--- src/rtl/stage_port_arbiter.sv ---
// Single memory port shared by pipeline lookups and table updates.
// Lookups win; a starved update is forced through after MAX_WAIT refusals.
module stage_port_arbiter #(
  parameter int DATA     = 72,
  parameter int ADDR     = 10,
  parameter int TAG      = 8,
  parameter int MAX_WAIT = 16
) (
  input  logic            clk,
  input  logic            rst_n,
  input  logic            lk_valid,
  output logic            lk_ready,
  input  logic [ADDR-1:0] lk_addr,
  input  logic [TAG-1:0]  lk_tag,
  output logic            lk_rsp_valid,
  output logic [DATA-1:0] lk_rsp_data,
  output logic [TAG-1:0]  lk_rsp_tag,
  input  logic            up_valid,
  output logic            up_ready,
  input  logic [ADDR-1:0] up_addr,
  input  logic [DATA-1:0] up_din,
  output logic            mem_wr,
  output logic [ADDR-1:0] mem_addr,
  output logic [DATA-1:0] mem_din,
  input  logic [DATA-1:0] mem_dout,
  output logic [15:0]     forced_cnt
);

  localparam logic [7:0] MAXW = 8'(MAX_WAIT);

  typedef enum logic {
    NORMAL = 1'b0,
    FORCE  = 1'b1
  } state_e;

  state_e          state_q;
  logic [7:0]      wait_q;
  logic [15:0]     forced_q;
  logic            rsp_valid_q;
  logic [TAG-1:0]  rsp_tag_q;
  logic [ADDR-1:0] addr_q;

  logic lk_acc;
  logic up_acc;
  logic starve;

  always_comb begin
    lk_ready = (state_q == NORMAL);
    up_ready = (state_q == FORCE) || !lk_valid;
    lk_acc   = lk_valid && lk_ready;
    up_acc   = up_valid && up_ready;
    starve   = up_valid && !up_ready;
  end

  // Grants are mutually exclusive, so the case is one-hot.
  always_comb begin
    mem_addr = addr_q;
    unique case (1'b1)
      lk_acc:  mem_addr = lk_addr;
      up_acc:  mem_addr = up_addr;
      default: mem_addr = addr_q;
    endcase
  end

  // No writes may escape while the block is held in reset.
  assign mem_wr       = up_acc && rst_n;
  assign mem_din      = up_din;
  assign lk_rsp_valid = rsp_valid_q;
  assign lk_rsp_tag   = rsp_tag_q;
  assign lk_rsp_data  = mem_dout;
  assign forced_cnt   = forced_q;

  always_ff @(posedge clk or negedge rst_n) begin
    if (!rst_n) begin
      state_q     <= NORMAL;
      wait_q      <= '0;
      forced_q    <= '0;
      rsp_valid_q <= 1'b0;
      rsp_tag_q   <= '0;
      addr_q      <= '0;
    end else begin
      rsp_valid_q <= lk_acc;
      addr_q      <= mem_addr;
      if (lk_acc)
        rsp_tag_q <= lk_tag;
      if (up_acc && state_q == FORCE && forced_q != 16'hFFFF)
        forced_q <= forced_q + 16'd1;
      if (!up_valid || up_acc)
        wait_q <= '0;
      else if (starve && wait_q != MAXW)
        wait_q <= wait_q + 8'd1;
      if (state_q == FORCE)
        state_q <= NORMAL;
      else if (starve && (wait_q + 8'd1) == MAXW)
        state_q <= FORCE;
    end
  end

endmodule

--- config.mk ---
export PLATFORM = sky130hd
export DESIGN_NAME = stage_port_arbiter
export DESIGN_NICKNAME = d
export VERILOG_FILES = /design/src/rtl/stage_port_arbiter.sv
export SDC_FILE = /design/constraint.sdc
export NUM_CORES = 1
export LEC_CHECK = 0
export ABC_AREA = 1
export BUFFER_PORTS_ARGS = -buffer_cell sky130_fd_sc_hd__buf_2
export CAP_MARGIN = 20
export CORE_AREA = 2 2 140 142
export CTS_CLUSTER_DIAMETER = 40
export DETAILED_ROUTE_END_ITERATION = 12
export DIE_AREA = 0 0 142 144
export HOLD_SLACK_MARGIN = 0.03
export MAX_ROUTING_LAYER = met4
export PLACE_DENSITY_LB_ADDON = 0.25
export SLEW_MARGIN = 20
export SYNTH_ARGS = -nofsm -noshare
export SYNTH_HDL_FRONTEND = slang
export SYNTH_SLANG_ARGS = --single-unit
export TNS_END_PERCENT = 20
--- constraint.sdc ---
create_clock -name clk -period 2 [get_ports clk]
set_input_delay 0.1 -clock clk [delete_from_list [all_inputs] [get_ports clk]]
set_output_delay 0.1 -clock clk [all_outputs]
set_load 0.01 [all_outputs]
Yosys cells after proc, flatten, opt, wreduce, memory -nomap -nowiden
Cells that the tools add are included.
{"block": "word_totals", "regBits": 44, "wordCells": 31, "input_bits": 176, "out_inout_bits": 182}
{"block": "op_classes", "eq_ne": 3, "n_addsub": 2, "bitwise_logic": 1, "n_mux": 5, "n_reduce_logical": 14}
{"operator": "$pmux W10 S2", "n": 1}
{"operator": "$add A16 B1 Y16 const B", "n": 1}
{"operator": "$mux W8", "n": 2}
{"operator": "$ne A16 B16 Y1 const B", "n": 1}
{"operator": "$add A8 B1 Y8 const B", "n": 1}
{"operator": "$eq A8 B5 Y1 const B", "n": 1}
{"operator": "$logic_and A1 B1 Y1", "n": 8}
{"operator": "$ne A8 B5 Y1 const B", "n": 1}
{"operator": "$logic_not A1 Y1", "n": 3}
{"operator": "$logic_or A1 B1 Y1", "n": 2}
{"operator": "$mux W1", "n": 2}
{"operator": "$reduce_bool A2 Y1", "n": 1}
{"operator": "$not A1 Y1", "n": 1}

Logic depth before layout (Yosys ltp)
Gate-level depths: netlist (run 1).
{"block": "logic_depth", "depth_word": 7, "ltp_mapped": 9, "ltp_nobuf": 9}

Worst setup path before layout (run 1)
OpenSTA, ideal clock, no wires.
{"block": "synth_timing", "path_type": "reg-to-reg", "start": "reg forced_q[1] (netlist: forced_cnt[1])", "end": "reg forced_q[5] (netlist: forced_cnt[5])", "path_buffers": 1, "required_time_ns": 1.883, "setup_slack_ns": 0.490, "t_arrival_ns": 1.393, "setup_time_ns": 0.117, "synth_period_minus_slack_ns": 1.510, "stages_incl_launch_ff": 10, "path_cell_list": "dfrtp_1 ha_1 nand2_1 nor2_2 nand2_2 o21ai_4 nand2_4 buf_6 nand2_1 nand2_1"}
{"block": "synth_between", "elab_chain_len": 2, "word_cells_on_any_way": 3, "cone_classes": "add/sub: 1; eq/ne: 1; reduce/logical: 1"}
{"item": "from (decl)", "line": "38", "source": "logic [15:0] forced_q;"}
{"item": "from (signal assigned)", "line": "87", "source": "forced_q <= forced_q + 16'd1;"}
{"item": "parallel branches: the longest is 2 deep, another holds $add A16 B1 Y16"}
Parallel ways; which one is timed is not known.
A chain may end at the register's enable or synchronous reset.

Worst setup path in the final report (run 1)
{"block": "layout_timing", "start": "reg state_q", "end": "out mem_wr"}
{"block": "layout_between", "elab_chain_len": 3}
{"item": "from (decl)", "line": "36", "source": "state_e state_q;"}
{"item": "from (signal assigned)", "line": "75", "source": "state_q <= NORMAL;"}
{"item": "from (signal assigned)", "line": "93", "source": "state_q <= NORMAL;"}
{"item": "from (signal assigned)", "line": "95", "source": "state_q <= FORCE;"}
{"item": "$logic_or A1 B1 Y1", "line": "49", "source": "up_ready = (state_q == FORCE) || !lk_valid;"}
{"item": "$logic_and A1 B1 Y1", "line": "51", "source": "up_acc = up_valid && up_ready;"}
{"item": "$logic_and A1 B1 Y1", "line": "66", "source": "assign mem_wr = up_acc && rst_n;"}
{"item": "to (decl)", "line": "22", "source": "output logic mem_wr,"}
Every way passes these cells.

==> results of run 1 <==
==> power groups by stage <==
stage                     Combinational [W]  Sequential (W)  Clock (W)
after detailed placement           0.000199        0.000958          0
after CTS                          0.000220        0.000941    0.00130
after global placement             0.000196        0.000959          0
after floorplan                    0.000370        0.000964          0
after global routing               0.000240        0.000945    0.00133
final                              0.000213        0.000941    0.00123
==> per-stage QoR <==
step | setup WS (ns) | cell area, sq um | hold WS [ns] | TNS, ns
floorplan | 0.490 | 3420 | -0.196 | 0
global placement | 0.433 | 2990 | 0.200 | 0
detailed placement | 0.408 | 2990 | 0.200 | 0
CTS | 0.0758 | 3340 | 0.0329 | 0
global route | -0.00777 | 3340 | 0.0502 | -0.0170
finish | 0.169 | 3340 | 0.0460 | 0
==> worst max-delay path: cells and delay by family, from the launching register on <==
family	cells	cell delay (ns)
simple gates	2	0.36
flops	1	0.40
buf+inv	2	0.67
==> metal layers <==
metal	up-vias	track usage	routed length, um
met2	116	0.139	4210
met1	1107	0.0890	3350
met4	0	0.0421	286
li1	1156	-	-
met3	42	0.0387	809
met5	-	-	0
==> kinds of logic (layout without fill, tap and decap cells) <==
group | after synthesis | count (layout) | synth area share
compound gates | 7 | 7 | 0.0168
xor+xnor | 8 | 8 | 0.0205
fa+ha+maj | 4 | 4 | 0.0146
buf+inv | 177 | 121 | 0.358
flops | 44 | 44 | 0.322
simple gates | 216 | 216 | 0.268
==> area by class of cell <==
type / count / share of cell area
clock buffers: 5 / 0.0374
clock inverters: 3 / 0.0269
inverters: 25 / 0.0281
multi-input cells: 235 / 0.329
flip-flops and latches: 44 / 0.329
well taps: 238 / 0.0890
repair buffers: 88 / 0.160
==> flip-flops by register name, indices dropped and copies added, names as in the netlist <==
signal,count
forced_cnt,16
addr_q,10
lk_rsp_tag,8
wait_q,8
lk_rsp_valid,1
state_q,1
==> path summary, 6_finish.rpt <==
path | depth (start not counted) | slack, ns | from | to
setup / recovery | 4 | 0.17 | state_q | mem_wr
hold / removal | 3 | 0.05 | lk_addr[1] | addr_q[1]
setup reg to reg | 8 | 0.41 | forced_cnt[0] | forced_cnt[1]
hold reg to reg | 2 | 0.47 | lk_rsp_tag[5] | lk_rsp_tag[5]
max in group asynchronous | 3 | 1.34 | rst_n | addr_q[5]
min in group asynchronous | 3 | 0.42 | rst_n | forced_cnt[5]
==> repair_timing <==
| item | CTS | global route |
|---|---|---|
| endpoints found under the hold margin | 57 | 0 |
| resized for setup | 0 | 1 |
| hold buffers | 14 | 0 |
| endpoints found under the setup margin | 0 | 6 |
==> placed cells by master (no fill, tap or decap), drive strengths merged <==
cell	netlist	final
and3	2	2
buf	150	74
bufinv	0	3
clkbuf	2	5
dfrtp	44	44
dlygate4sd3	0	14
ha	4	4
inv	25	25
nand2	127	127
nand3	45	45
nand3b	1	1
nand4	5	5
nor2	36	36
o21ai	7	7
xnor2	4	4
xor2	4	4
==> qor.yml, run 1 <==
initial_utilization: 0.179
ant_nets: 0
critPathArrivalTime_ns: 1.73
switchingPower_w: 0.000525
cts_max_level: 2
ys_ff_latch: 44
n_antenna_cell: 0
io_pins: 358
syn_inst: 456
firstDrtPassIters: 4
finalHoldViolations: 0
grt_max_degree: 45
utilization: 0.175
power_w: 0.00239
place_inst: 616
rows: 51
async_flop_share: 1.00
gp_congestion: 0.719
grt_pass1_wl_um: 12800
synth_area_leader_cell: "dfrtp_1"
die_width_um: 142
max_stage_delay_ns: 0.53
clockRootBuffer: "clkbuf_16"
layout.cells.non_filler: 638
clkTransAtPathRegs_ns: 0.07
vias: 2421
pwr-share-comb: 0.089
path_class: "reg2out"
syn_nets: 636
status: "finished, final reports clean"
crit_path_end_kind: "primary output"
clk_latency_ns: 0.30
routed_wl_um: 8660
fin_crit_sh: 0.915
synth_edf_count: 0
cp_data_required_time_ns: 1.90
synth_top_area_share: 0.322
maxCapViolations: 0
drt_iter0_drc: 55
syn2layout_area_growth_pct: -2.23
yosysMostFrequentCell: "buf_4"
drv_slew: 0
yosys-top-cells-count: "144 x buf_4, 123 x nand2_1, 45 x nand3_1"
fmax_ghz: 0.546
cts_buffers: 5
fin_nets: 579
coreArea_sq_um: 19100
drc: 0
seq_area_frac_synth: 0.322
track_usage: 0.0859
fillers: 2157
period_minus_slack_ns: 1.83
synth_cell_types: 23
dieArea_sq_um: 20400
slowest_stage: "inv_1"
p_per_area_nw_per_um2: 714
viasPerCell: 3.79
multiInputGateArea_sq_um: 1100
cts_tree: "yes"
dp_hpwl_um: 6660
worstMarginPinSlew_ns: 0.725
seq_area_sq_um: 1100
die_y_um: 144
syn_area_per_cell_sq_um: 7.50
synth_top_cells_by_area: "dfrtp_1 32%, buf_4 32%, nand2_1 13%"
grt_pass1_vias: 2286
wire_per_inst_um: 13.6
clockPowerShare: 0.516
drive_gt1_frac: 0.233
setup_viol: 0
antenna_found_initial: 1
ys_warn_count: 0
synth_area_sq_um: 3420
cts_sinks: 44
switching_share: 0.220
portBuffers: 69
slew_headroom: 0.516
startpoint_type: "flop"
fin_worst_skew_ns: 0.00394
rsz0062_at_grt: "true"
cts_buffer_depth: 2
crit_fanout: 20
intPower_w: 0.00186
overflow: 0
synthFlopType: "dfrtp_1"
worstPathCellList: "nor2_2, inv_1, and3_1, buf_2"
min_path_type: "in2reg"
vdd_drop_max_v: 0.000263
seqPwrFrac: 0.394
p_leak_nw: 1.68
postCtsSetupBuffers: 0
(Power assumes the default switching activity.)
==> run 2, diff against run 1 <==
--- a/constraint.sdc
+++ b/constraint.sdc
@@ -3,2 +3,2 @@
 set_output_delay 0.1 -clock clk [all_outputs]
-set_load 0.01 [all_outputs]
+set_load 0.1 [all_outputs]
==> run 2 against run 1 <==
Non-clock buffer count is the same. Routed wire length down 1.9%. Flip-flop and latch count unchanged. Critical path depth up 1. Sequential power is essentially flat. Global-route usage up 0.064 points. Critical path type unchanged. Largest cell class is now multi-input gates.
==> qor.yml, run 2 (synthesis gave the netlist of run 1 again) <==
status: "finished, final reports clean"
portBuffers: 69
slowest_stage: "buf_2"
startpoint_type: "flop"
worstPathCellList: "nor2_2, buf_4, nand2_1, nand3_2, buf_2"
critPathArrivalTime_ns: 1.79
slew_headroom: 0.577
dieArea_sq_um: 20400
vdd_drop_max_v: 0.000263
min_path_type: "in2reg"
routed_wl_um: 8500
finalHoldViolations: 0
grtUsageMet1: 0.0929
cts_buffers: 5
setup_viol: 0
cp_top_family: "buffers and inverters"
hp-start: "lk_tag[4]"
grt_max_degree: 45
place_inst: 619
worstMarginPinSlew_ns: 0.635
gr-max-usage-layer: "met2"
vias: 2435
use_met2: 0.138
crit_path_end_kind: "primary output"
track_usage: 0.0865
path_buf_inv: 2
ant_nets: 0
layout_common_cells: "123 x nand2_1, 61 x buf_2, 43 x nand3_1"
dp_hpwl_um: 6540
layout_commonest_cell: "nand2_1"
grt.met3_usage: 0.0318
hold_ws_ns: 0.0454
die_width_um: 142
drv_slew: 0
crit_fanout: 13
maxCapViolations: 0
p_per_area_nw_per_um2: 721
hold_depth: 3
fmax_ghz: 0.529
max_stage_delay_ns: 0.43
cts_sinks: 44
largest_reg_flops: 16
cts_buffer_depth: 2
rows: 51
antenna_found_initial: 0
layout.cells.non_filler: 638
cp_data_required_time_ns: 1.90
r2r_start: "state_q"
initial_utilization: 0.179
p_leak_nw: 1.65
r2r_end: "state_q"
cts_max_level: 2
syn2layout_area_growth_pct: -3.18
grt_pass1_wl_um: 13200
drive_gt1_frac: 0.260
rrSetupSlack_ns: 0.34
path_class: "reg2out"
gp_congestion: 0.713
n_antenna_cell: 0
clkTransAtPathRegs_ns: 0.07
cts_tree: "yes"
grt_pass1_vias: 2401
overflow: 0
fin_worst_skew_ns: 0.00858
io_pins: 358
fin_crit_sh: 0.945
hold_end: "lk_rsp_tag[4]"
die_y_um: 144
coreArea_sq_um: 19100
fin_nets: 579
period_minus_slack_ns: 1.89
drc: 0
wire_per_inst_um: 13.3
drt_iter0_drc: 130
firstDrtPassIters: 4
reg2regPathDepth: 8
viasPerCell: 3.82
clockRootBuffer: "clkbuf_16"
clk_latency_ns: 0.30
==> run 2: per-layer routing <==
metal / wire [um] / up-vias
li1: - / 1159
met1: 3330 / 1119
met2: 4110 / 101
met3: 652 / 56
met4: 408 / 0
met5: 0 / -
==> run 2: worst max-delay path by stage <==
stage                        from              to  slack [ns]  cells past startpoint
global route              state_q     mem_addr[5]     -0.0009                      5
detailed placement        state_q     mem_addr[6]        0.36                      5
finish                    state_q     mem_addr[5]        0.11                      5
CTS                       state_q     mem_addr[3]        0.02                      5
global placement    forced_cnt[1]  forced_cnt[11]        0.38                      8
floorplan                 state_q       addr_q[1]        -0.1                      5
==> run 2: final cells by class <==
class / instances / area (sq um)
Timing Repair Buffer: 88 / 533
Fill cell: 2157 / 15800
Inverter: 25 / 97.6
Clock inverter: 3 / 42.5
Multi-Input combinational cell: 235 / 1110
Sequential cell: 44 / 1110
Clock buffer: 5 / 125
Tap cell: 238 / 298
==> run 2: metrics by stage <==
stage	power, W	setup slack (ns)	TNS [ns]	util	instance area, sq um
finish	0.00239	0.110	0	0.174	3310
floorplan	0.00265	-0.0972	-0.841	-	3440
detailed placement	0.00141	0.355	0	0.158	3010
global placement	0.00142	0.381	0	0.158	3010
global route	0.00251	-0.000915	-0.000915	0.174	3310
CTS	0.00245	0.0248	0	0.172	3280
==> run 2: report_power, final <==
group / switching [W] / internal, W
sequential: 0.0000164 / 0.000925
combinational: 0.000377 / 0.0000969
clock: 0.000385 / 0.000588
total: 0.000778 / 0.00161
==> run 2: worst reg2reg max path, stage by stage, from the launching register on <==
cell and delay (ns):
dfrtp_1 0.41, nor2_2 0.23, buf_4 0.26, nand2_1 0.23
nor2_1 0.16, nand2_1 0.06, nor2_1 0.11, nand2_1 0.06
nor2_1 0.08
==> run 2: what timing repair did <==
item,in CTS,in global routing
buffers inserted,0,1
gates resized for setup,0,9
endpoints found under the setup margin,0,11
hold buffers,10,0
hold endpoints to repair,53,0
